### src/rtl/gate_sweep_pkg.sv
// Shared op codes and FSM state encodings for the gate sweep controller.
package gate_sweep_pkg;

  localparam logic [1:0] OP_OR  = 2'b00;
  localparam logic [1:0] OP_AND = 2'b01;
  localparam logic [1:0] OP_XOR = 2'b10;
  localparam logic [1:0] OP_NOR = 2'b11;

  localparam logic [1:0] S_IDLE   = 2'd0;
  localparam logic [1:0] S_SETTLE = 2'd1;
  localparam logic [1:0] S_SAMPLE = 2'd2;
  localparam logic [1:0] S_DONE   = 2'd3;

endpackage

### src/rtl/gate_sweep_ctrl_if.sv
// Control/result bundle between a sweep requester (master) and gate_sweep_ctrl (slave).
// Optional result_map signal exists only when GATE_SWEEP_MAP_EN is defined.
interface gate_sweep_ctrl_if #(
  parameter int N = 3
);
  // start is a level request sampled only in IDLE; done is a one-cycle pulse.
  logic           start;
  logic           abort;
  logic [1:0]     op;
  logic           dut_s;
  logic [N-1:0]   vec_out;
  logic           busy;
  logic           done;
  logic           pass;
  logic [N:0]     err_count;
  logic [N-1:0]   first_err_vec;
  logic           first_err_vld;
  logic [1:0]     state;
`ifdef GATE_SWEEP_MAP_EN
  logic [2**N-1:0] result_map;
`endif

  modport master (
    output start, abort, op, dut_s,
    input  vec_out, busy, done, pass, err_count, first_err_vec, first_err_vld, state
`ifdef GATE_SWEEP_MAP_EN
    , input result_map
`endif
  );

  modport slave (
    input  start, abort, op, dut_s,
    output vec_out, busy, done, pass, err_count, first_err_vec, first_err_vld, state
`ifdef GATE_SWEEP_MAP_EN
    , output result_map
`endif
  );

endinterface

### src/rtl/gate_ref_model.sv
// Combinational reference for the gate family: reduction OR/AND/XOR/NOR of vec.
module gate_ref_model
  import gate_sweep_pkg::*;
#(
  parameter int N = 3
) (
  input  logic [N-1:0] vec,
  input  logic [1:0]   op,
  output logic         exp_s
);

  always_comb begin
    exp_s = 1'b0;
    case (op)
      OP_OR:   exp_s = |vec;
      OP_AND:  exp_s = &vec;
      OP_XOR:  exp_s = ^vec;
      OP_NOR:  exp_s = ~|vec;
      default: exp_s = 1'b0;
    endcase
  end

endmodule

### src/rtl/gate_sweep_ctrl.sv
// Exhaustive truth-table sweep of an external N-input gate with settle delay and error capture.
// Define GATE_SWEEP_MAP_EN to add the per-vector mismatch bitmap (result_map).
module gate_sweep_ctrl
  import gate_sweep_pkg::*;
#(
  parameter int N      = 3,
  parameter int SETTLE = 2
) (
  input  logic               clk,
  input  logic               rst,
  gate_sweep_ctrl_if.slave   bus
);

  localparam int CW = (SETTLE < 2) ? 1 : $clog2(SETTLE + 1);

  logic [1:0]    state_q;
  logic [1:0]    op_q;
  logic [N-1:0]  vec_q;
  logic [CW-1:0] cnt_q;
  logic          busy_q;
  logic          done_q;
  logic          pass_q;
  logic [N:0]    err_q;
  logic [N-1:0]  fev_q;
  logic          fevld_q;
`ifdef GATE_SWEEP_MAP_EN
  logic [2**N-1:0] map_q;
`endif

  logic          exp_s;
  logic          mismatch;
  logic [N:0]    err_next;

  gate_ref_model #(.N(N)) u_ref (
    .vec   (vec_q),
    .op    (op_q),
    .exp_s (exp_s)
  );

  assign mismatch = (bus.dut_s != exp_s);
  assign err_next = err_q + (N+1)'(mismatch);

  always_ff @(posedge clk or posedge rst) begin
    if (rst) begin
      state_q <= S_IDLE;
      op_q    <= OP_OR;
      vec_q   <= '0;
      cnt_q   <= '0;
      busy_q  <= 1'b0;
      done_q  <= 1'b0;
      pass_q  <= 1'b0;
      err_q   <= '0;
      fev_q   <= '0;
      fevld_q <= 1'b0;
`ifdef GATE_SWEEP_MAP_EN
      map_q   <= '0;
`endif
    end else begin
      done_q <= 1'b0;
      case (state_q)
        S_IDLE: begin
          // abort in the same cycle suppresses the start request
          if (bus.start && !bus.abort) begin
            op_q    <= bus.op;
            vec_q   <= '0;
            cnt_q   <= '0;
            err_q   <= '0;
            fev_q   <= '0;
            fevld_q <= 1'b0;
            pass_q  <= 1'b0;
            busy_q  <= 1'b1;
`ifdef GATE_SWEEP_MAP_EN
            map_q   <= '0;
`endif
            state_q <= S_SETTLE;
          end
        end
        S_SETTLE: begin
          if (bus.abort) begin
            state_q <= S_IDLE;
            busy_q  <= 1'b0;
            vec_q   <= '0;
            pass_q  <= 1'b0;
          end else begin
            cnt_q <= cnt_q + CW'(1);
            if (cnt_q == CW'(SETTLE - 1)) state_q <= S_SAMPLE;
          end
        end
        S_SAMPLE: begin
          if (bus.abort) begin
            state_q <= S_IDLE;
            busy_q  <= 1'b0;
            vec_q   <= '0;
            pass_q  <= 1'b0;
          end else begin
            if (mismatch) begin
              err_q <= err_next;
              if (!fevld_q) begin
                fev_q   <= vec_q;
                fevld_q <= 1'b1;
              end
`ifdef GATE_SWEEP_MAP_EN
              map_q[vec_q] <= 1'b1;
`endif
            end
            // terminal vector detected explicitly so the counter never wraps
            if (vec_q == {N{1'b1}}) begin
              state_q <= S_DONE;
              done_q  <= 1'b1;
              pass_q  <= (err_next == '0);
            end else begin
              vec_q   <= vec_q + N'(1);
              cnt_q   <= '0;
              state_q <= S_SETTLE;
            end
          end
        end
        S_DONE: begin
          busy_q  <= 1'b0;
          vec_q   <= '0;
          state_q <= S_IDLE;
        end
        default: state_q <= S_IDLE;
      endcase
    end
  end

  assign bus.vec_out       = vec_q;
  assign bus.busy          = busy_q;
  assign bus.done          = done_q;
  assign bus.pass          = pass_q;
  assign bus.err_count     = err_q;
  assign bus.first_err_vec = fev_q;
  assign bus.first_err_vld = fevld_q;
  assign bus.state         = state_q;
`ifdef GATE_SWEEP_MAP_EN
  assign bus.result_map    = map_q;
`endif

endmodule
### src/flat_wrapper.sv
// flat-port wrapper written by rule: the top's interface ports become plain ports
module gate_sweep_ctrl_flat import gate_sweep_pkg::*;
#(
  parameter int N      = 3,
  parameter int SETTLE = 2
)
  (clk, rst, bus_start, bus_abort, bus_op, bus_dut_s, bus_vec_out, bus_busy, bus_done, bus_pass, bus_err_count, bus_first_err_vec, bus_first_err_vld, bus_state);
  gate_sweep_ctrl_if #(.N(N)) bus_i ();
  input  logic clk;
  input  logic rst;
  input wire logic [$bits(bus_i.start)-1:0] bus_start;
  input wire logic [$bits(bus_i.abort)-1:0] bus_abort;
  input wire logic [$bits(bus_i.op)-1:0] bus_op;
  input wire logic [$bits(bus_i.dut_s)-1:0] bus_dut_s;
  output wire logic [$bits(bus_i.vec_out)-1:0] bus_vec_out;
  output wire logic [$bits(bus_i.busy)-1:0] bus_busy;
  output wire logic [$bits(bus_i.done)-1:0] bus_done;
  output wire logic [$bits(bus_i.pass)-1:0] bus_pass;
  output wire logic [$bits(bus_i.err_count)-1:0] bus_err_count;
  output wire logic [$bits(bus_i.first_err_vec)-1:0] bus_first_err_vec;
  output wire logic [$bits(bus_i.first_err_vld)-1:0] bus_first_err_vld;
  output wire logic [$bits(bus_i.state)-1:0] bus_state;
  assign bus_i.start = bus_start;
  assign bus_i.abort = bus_abort;
  assign bus_i.op = bus_op;
  assign bus_i.dut_s = bus_dut_s;
  assign bus_vec_out = bus_i.vec_out;
  assign bus_busy = bus_i.busy;
  assign bus_done = bus_i.done;
  assign bus_pass = bus_i.pass;
  assign bus_err_count = bus_i.err_count;
  assign bus_first_err_vec = bus_i.first_err_vec;
  assign bus_first_err_vld = bus_i.first_err_vld;
  assign bus_state = bus_i.state;
  gate_sweep_ctrl #(.N(N), .SETTLE(SETTLE)) u_core (.clk(clk), .rst(rst), .bus(bus_i));
endmodule
### config.mk
export PLATFORM = sky130hd
export DESIGN_NAME = gate_sweep_ctrl_flat
export DESIGN_NICKNAME = d
export VERILOG_FILES = /design/src/rtl/gate_sweep_pkg.sv /design/src/rtl/gate_sweep_ctrl_if.sv /design/src/rtl/gate_ref_model.sv /design/src/rtl/gate_sweep_ctrl.sv /design/src/flat_wrapper.sv
export SDC_FILE = /design/constraint.sdc
export NUM_CORES = 1
export LEC_CHECK = 0
export BUFFER_PORTS_ARGS = -buffer_cell sky130_fd_sc_hd__buf_2
export CAP_MARGIN = 5
export CORE_ASPECT_RATIO = 0.75
export CORE_MARGIN = 5
export CORE_UTILIZATION = 55
export DETAILED_ROUTE_END_ITERATION = 10
export PLACE_DENSITY = 0.79
export SYNTH_ARGS = -nofsm -noshare
export SYNTH_HDL_FRONTEND = slang
export SYNTH_SLANG_ARGS = --single-unit
export TNS_END_PERCENT = 30
### constraint.sdc
create_clock -name clk -period 6 [get_ports clk]
set_input_delay 0.3 -clock clk [delete_from_list [all_inputs] [get_ports clk]]
set_output_delay 0.3 -clock clk [all_outputs]
set_load 0.05 [all_outputs]
==> results.md <==
* Reg2reg end: u_core.bus.pass
* Antenna-violating nets left at 0
* Area of the multi-input gates at 684 um^2
* Clock Skew at about 0.0040 ns
* Detailed Place HPWL at ~1900 um
* Fill count at roughly 170
* Max VDD drop at 0.153 mV
* Number of enable flip-flop cells after synthesis at 0
* Worst EP required at about 6.2 ns
* Largest net degree at the start of global routing at 21
* Clk buf depth at 2
* H-tree depth at 1
* I/O pins at 23
* Starting density of the core at 0.596
* Netlist cell types at 33
* Hold_buf cts at 0
* Die width at 64.7 um
* Antenna diodes at 0
* WL per Instance at 13.6 um
* Routed WL at 2410 um
* Vias at between 900 and 1000
* Commonest non-fill, non-tap cell in the layout: nand2_1
* Setup bufs post-CTS at 0
* Final Cycle Share at 0.436
* Setup TNS at 0 ns
* Most frequent cells in the layout: 25 x nand2_1, 22 x buf_2, 20 x dfrtp_1
* Outcome: complete, no violations
* Total power at 435 uW
* Clock latency on the worst-skew pair at 0.29 ns
* Post-synthesis sequential area ratio at 0.406
* Vias in the first global route at 917
* Slew Viols, Final at 0
* Vias/cell at 5.39
* Initial antenna violation count at 0
* Share of synthesized flip-flops with an asynchronous set or reset at 1.00
* Seq cells post-synth at 20
* Worst-path clk slew at approximately 0.11 ns
* Max Clock Freq at 382 MHz
* Layout Nets at 172
* Worst Tran Pin Value at approximately 0.73 ns
* Number of port buffers at 22
* Top FF cell, synth: dfrtp_1
* GPL Wtd Cong at 0.805
* Setup violations, final at 0
* Layout cells sized above 1 at 0.216
* Final Cell Area at 0.00138 mm^2
* CTS resizes at 0
* CP max FO at 5
* Cell Rows at 14
* Total grt overflow at 0
* First-pass GRT wire length at 4150 um
* Post-Syn Nets at 148
* CP arrival at 2.84 ns
* Core region area at 0.00207 mm^2
* Storage element area at between 500 and 600 um^2
* MaxCap Viol Count at 0
* Unrepaired setup endpoints after global routing: no
* Root Driver: clkbuf_4
* Final core occ at 0.668
* DIE HEIGHT at between 50 and 60 um
* Hold Vio Cnt, Final at 0
* Initial DRC count at 19
* Pwr Density at 315 mW/mm^2
* CP startpoint kind: flop
* Area grow syn2layout at 12.1%
* Num CTS Buffers at 3
* GRT Util Overall at 0.163
* Synth warnings at 0
* Setup slack, reg-to-reg at 3.38 ns
* Cell Area, Placed at around 0.0014 mm^2
* Drt drc at 0
* CTS sink cnt at 20
* Crit path kind: flop to flop
* Mapped Cells at between 100 and 150
* Leak pwr at 0.000714 uW
* Worst R2R Path Depth at 11
* Drt pass-1 iters at 4
* CTS tree: yes
* Period minus WS final at 2.62 ns
* Worst reg2reg path startpoint: u_core.bus.vec_out[0]
* HP Class: input pin to async pin
* CP Capture Type: flop
* Area of the die at between 0.003 and 0.004 mm^2
* Slew margin rel. at 0.510
* Mapped Area at 0.00123 mm^2
* Mean Syn Cell Area at between 9 and 10 um^2
[registers in the layout, indices dropped and copies added (netlist names)]
| signal | cells |
|---|---|
| u_core.bus.busy | 1 |
| u_core.bus.done | 1 |
| u_core.bus.err_count | 4 |
| u_core.bus.first_err_vec | 3 |
| u_core.bus.first_err_vld | 1 |
| u_core.bus.pass | 1 |
| u_core.bus.state | 2 |
| u_core.bus.vec_out | 3 |
| u_core.cnt_q | 2 |
| u_core.op_q | 2 |
[metrics by stage]
step | worst slack (ns) | instances | hold WS [ns]
finish | 3.38 | 177 | 0.110
global route | 3.18 | 177 | 0.187
CTS | 3.38 | 177 | 0.142
floorplan | 3.23 | 131 | 0.264
global placement | 3.53 | 174 | 0.458
detailed placement | 3.42 | 174 | 0.474
[how the worst max path moves through the flow]
stage	startpoint	to	slack (ns)	depth (start not counted)
after floorplan	u_core.bus.vec_out[0]	u_core.bus.pass	3.23	11
after global placement	u_core.bus.vec_out[0]	u_core.bus.pass	3.53	11
after detailed placement	u_core.bus.vec_out[0]	u_core.bus.pass	3.42	11
after CTS	u_core.bus.vec_out[0]	u_core.bus.pass	3.38	11
after global routing	u_core.bus.vec_out[0]	u_core.bus.pass	3.18	11
final	u_core.bus.vec_out[0]	u_core.bus.pass	3.38	11
[kinds of logic after synthesis]
| logic type | count (synthesis) | share of synthesized area |
|---|---|---|
| AO/OA/AOI/OAI | 28 | 0.167 |
| XOR/XNOR | 3 | 0.0213 |
| adder cells (fa/ha/maj) | 10 | 0.102 |
| buffers and inverters | 12 | 0.0386 |
| flip-flops | 20 | 0.406 |
| multiplexers | 8 | 0.0670 |
| AND/OR/NAND/NOR | 50 | 0.199 |
[final cells by class]
cell class | instances | area share
sequential | 20 | 0.362
timing repair buffer | 22 | 0.0797
tap | 24 | 0.0217
clock buffer | 3 | 0.0163
multi-input combinational | 99 | 0.495
inverter | 9 | 0.0245
[Yosys cell counts (2+ instances only)]
master    number  area [um^2]
nand2_1       25         93.8
dfrtp_1       20          500
o21ai_0       12         60.1
ha_1          10          125
inv_1          9         33.8
mux2i_1        6         60.1
nor2_1         5         18.8
a21oi_1        4         20.0
nor2b_1        4         25.0
nand2b_1       3         18.8
nand3_1        3         15.0
o21ai_1        3         15.0
o31ai_1        3         22.5
buf_2          2         10.0
mux2_2         2         22.5
or3b_1         2         17.5
xnor2_1        2         17.5
[power by group]
group          leakage (uW)  internal [uW]  switching, uW
combinational      0.000430           69.0            128
sequential         0.000271            156           20.4
clock             0.0000138           23.4           38.6
[worst max-delay path, stage by stage, from the launching register on]
cell     delay, ns
dfrtp_1       0.43
inv_1         0.09
ha_1          0.34
or3b_1        0.40
a31oi_4       0.22
nor2_1        0.08
xnor2_1       0.14
ha_1          0.19
ha_1          0.29
nor2_1        0.11
nand4_1       0.09
o21ai_0       0.16
[metal layers]
metal | vias to the layer above | GRT usage | share of wire
met1 | 433 | 0.204 | 0.47
li1 | 496 | - | -
met5 | - | 0 | 0
met3 | 2 | 0.0548 | 0.045
met4 | 0 | 0.0246 | 0.0071
met2 | 23 | 0.281 | 0.48
Note: power is estimated with default switching activity, not from simulation.
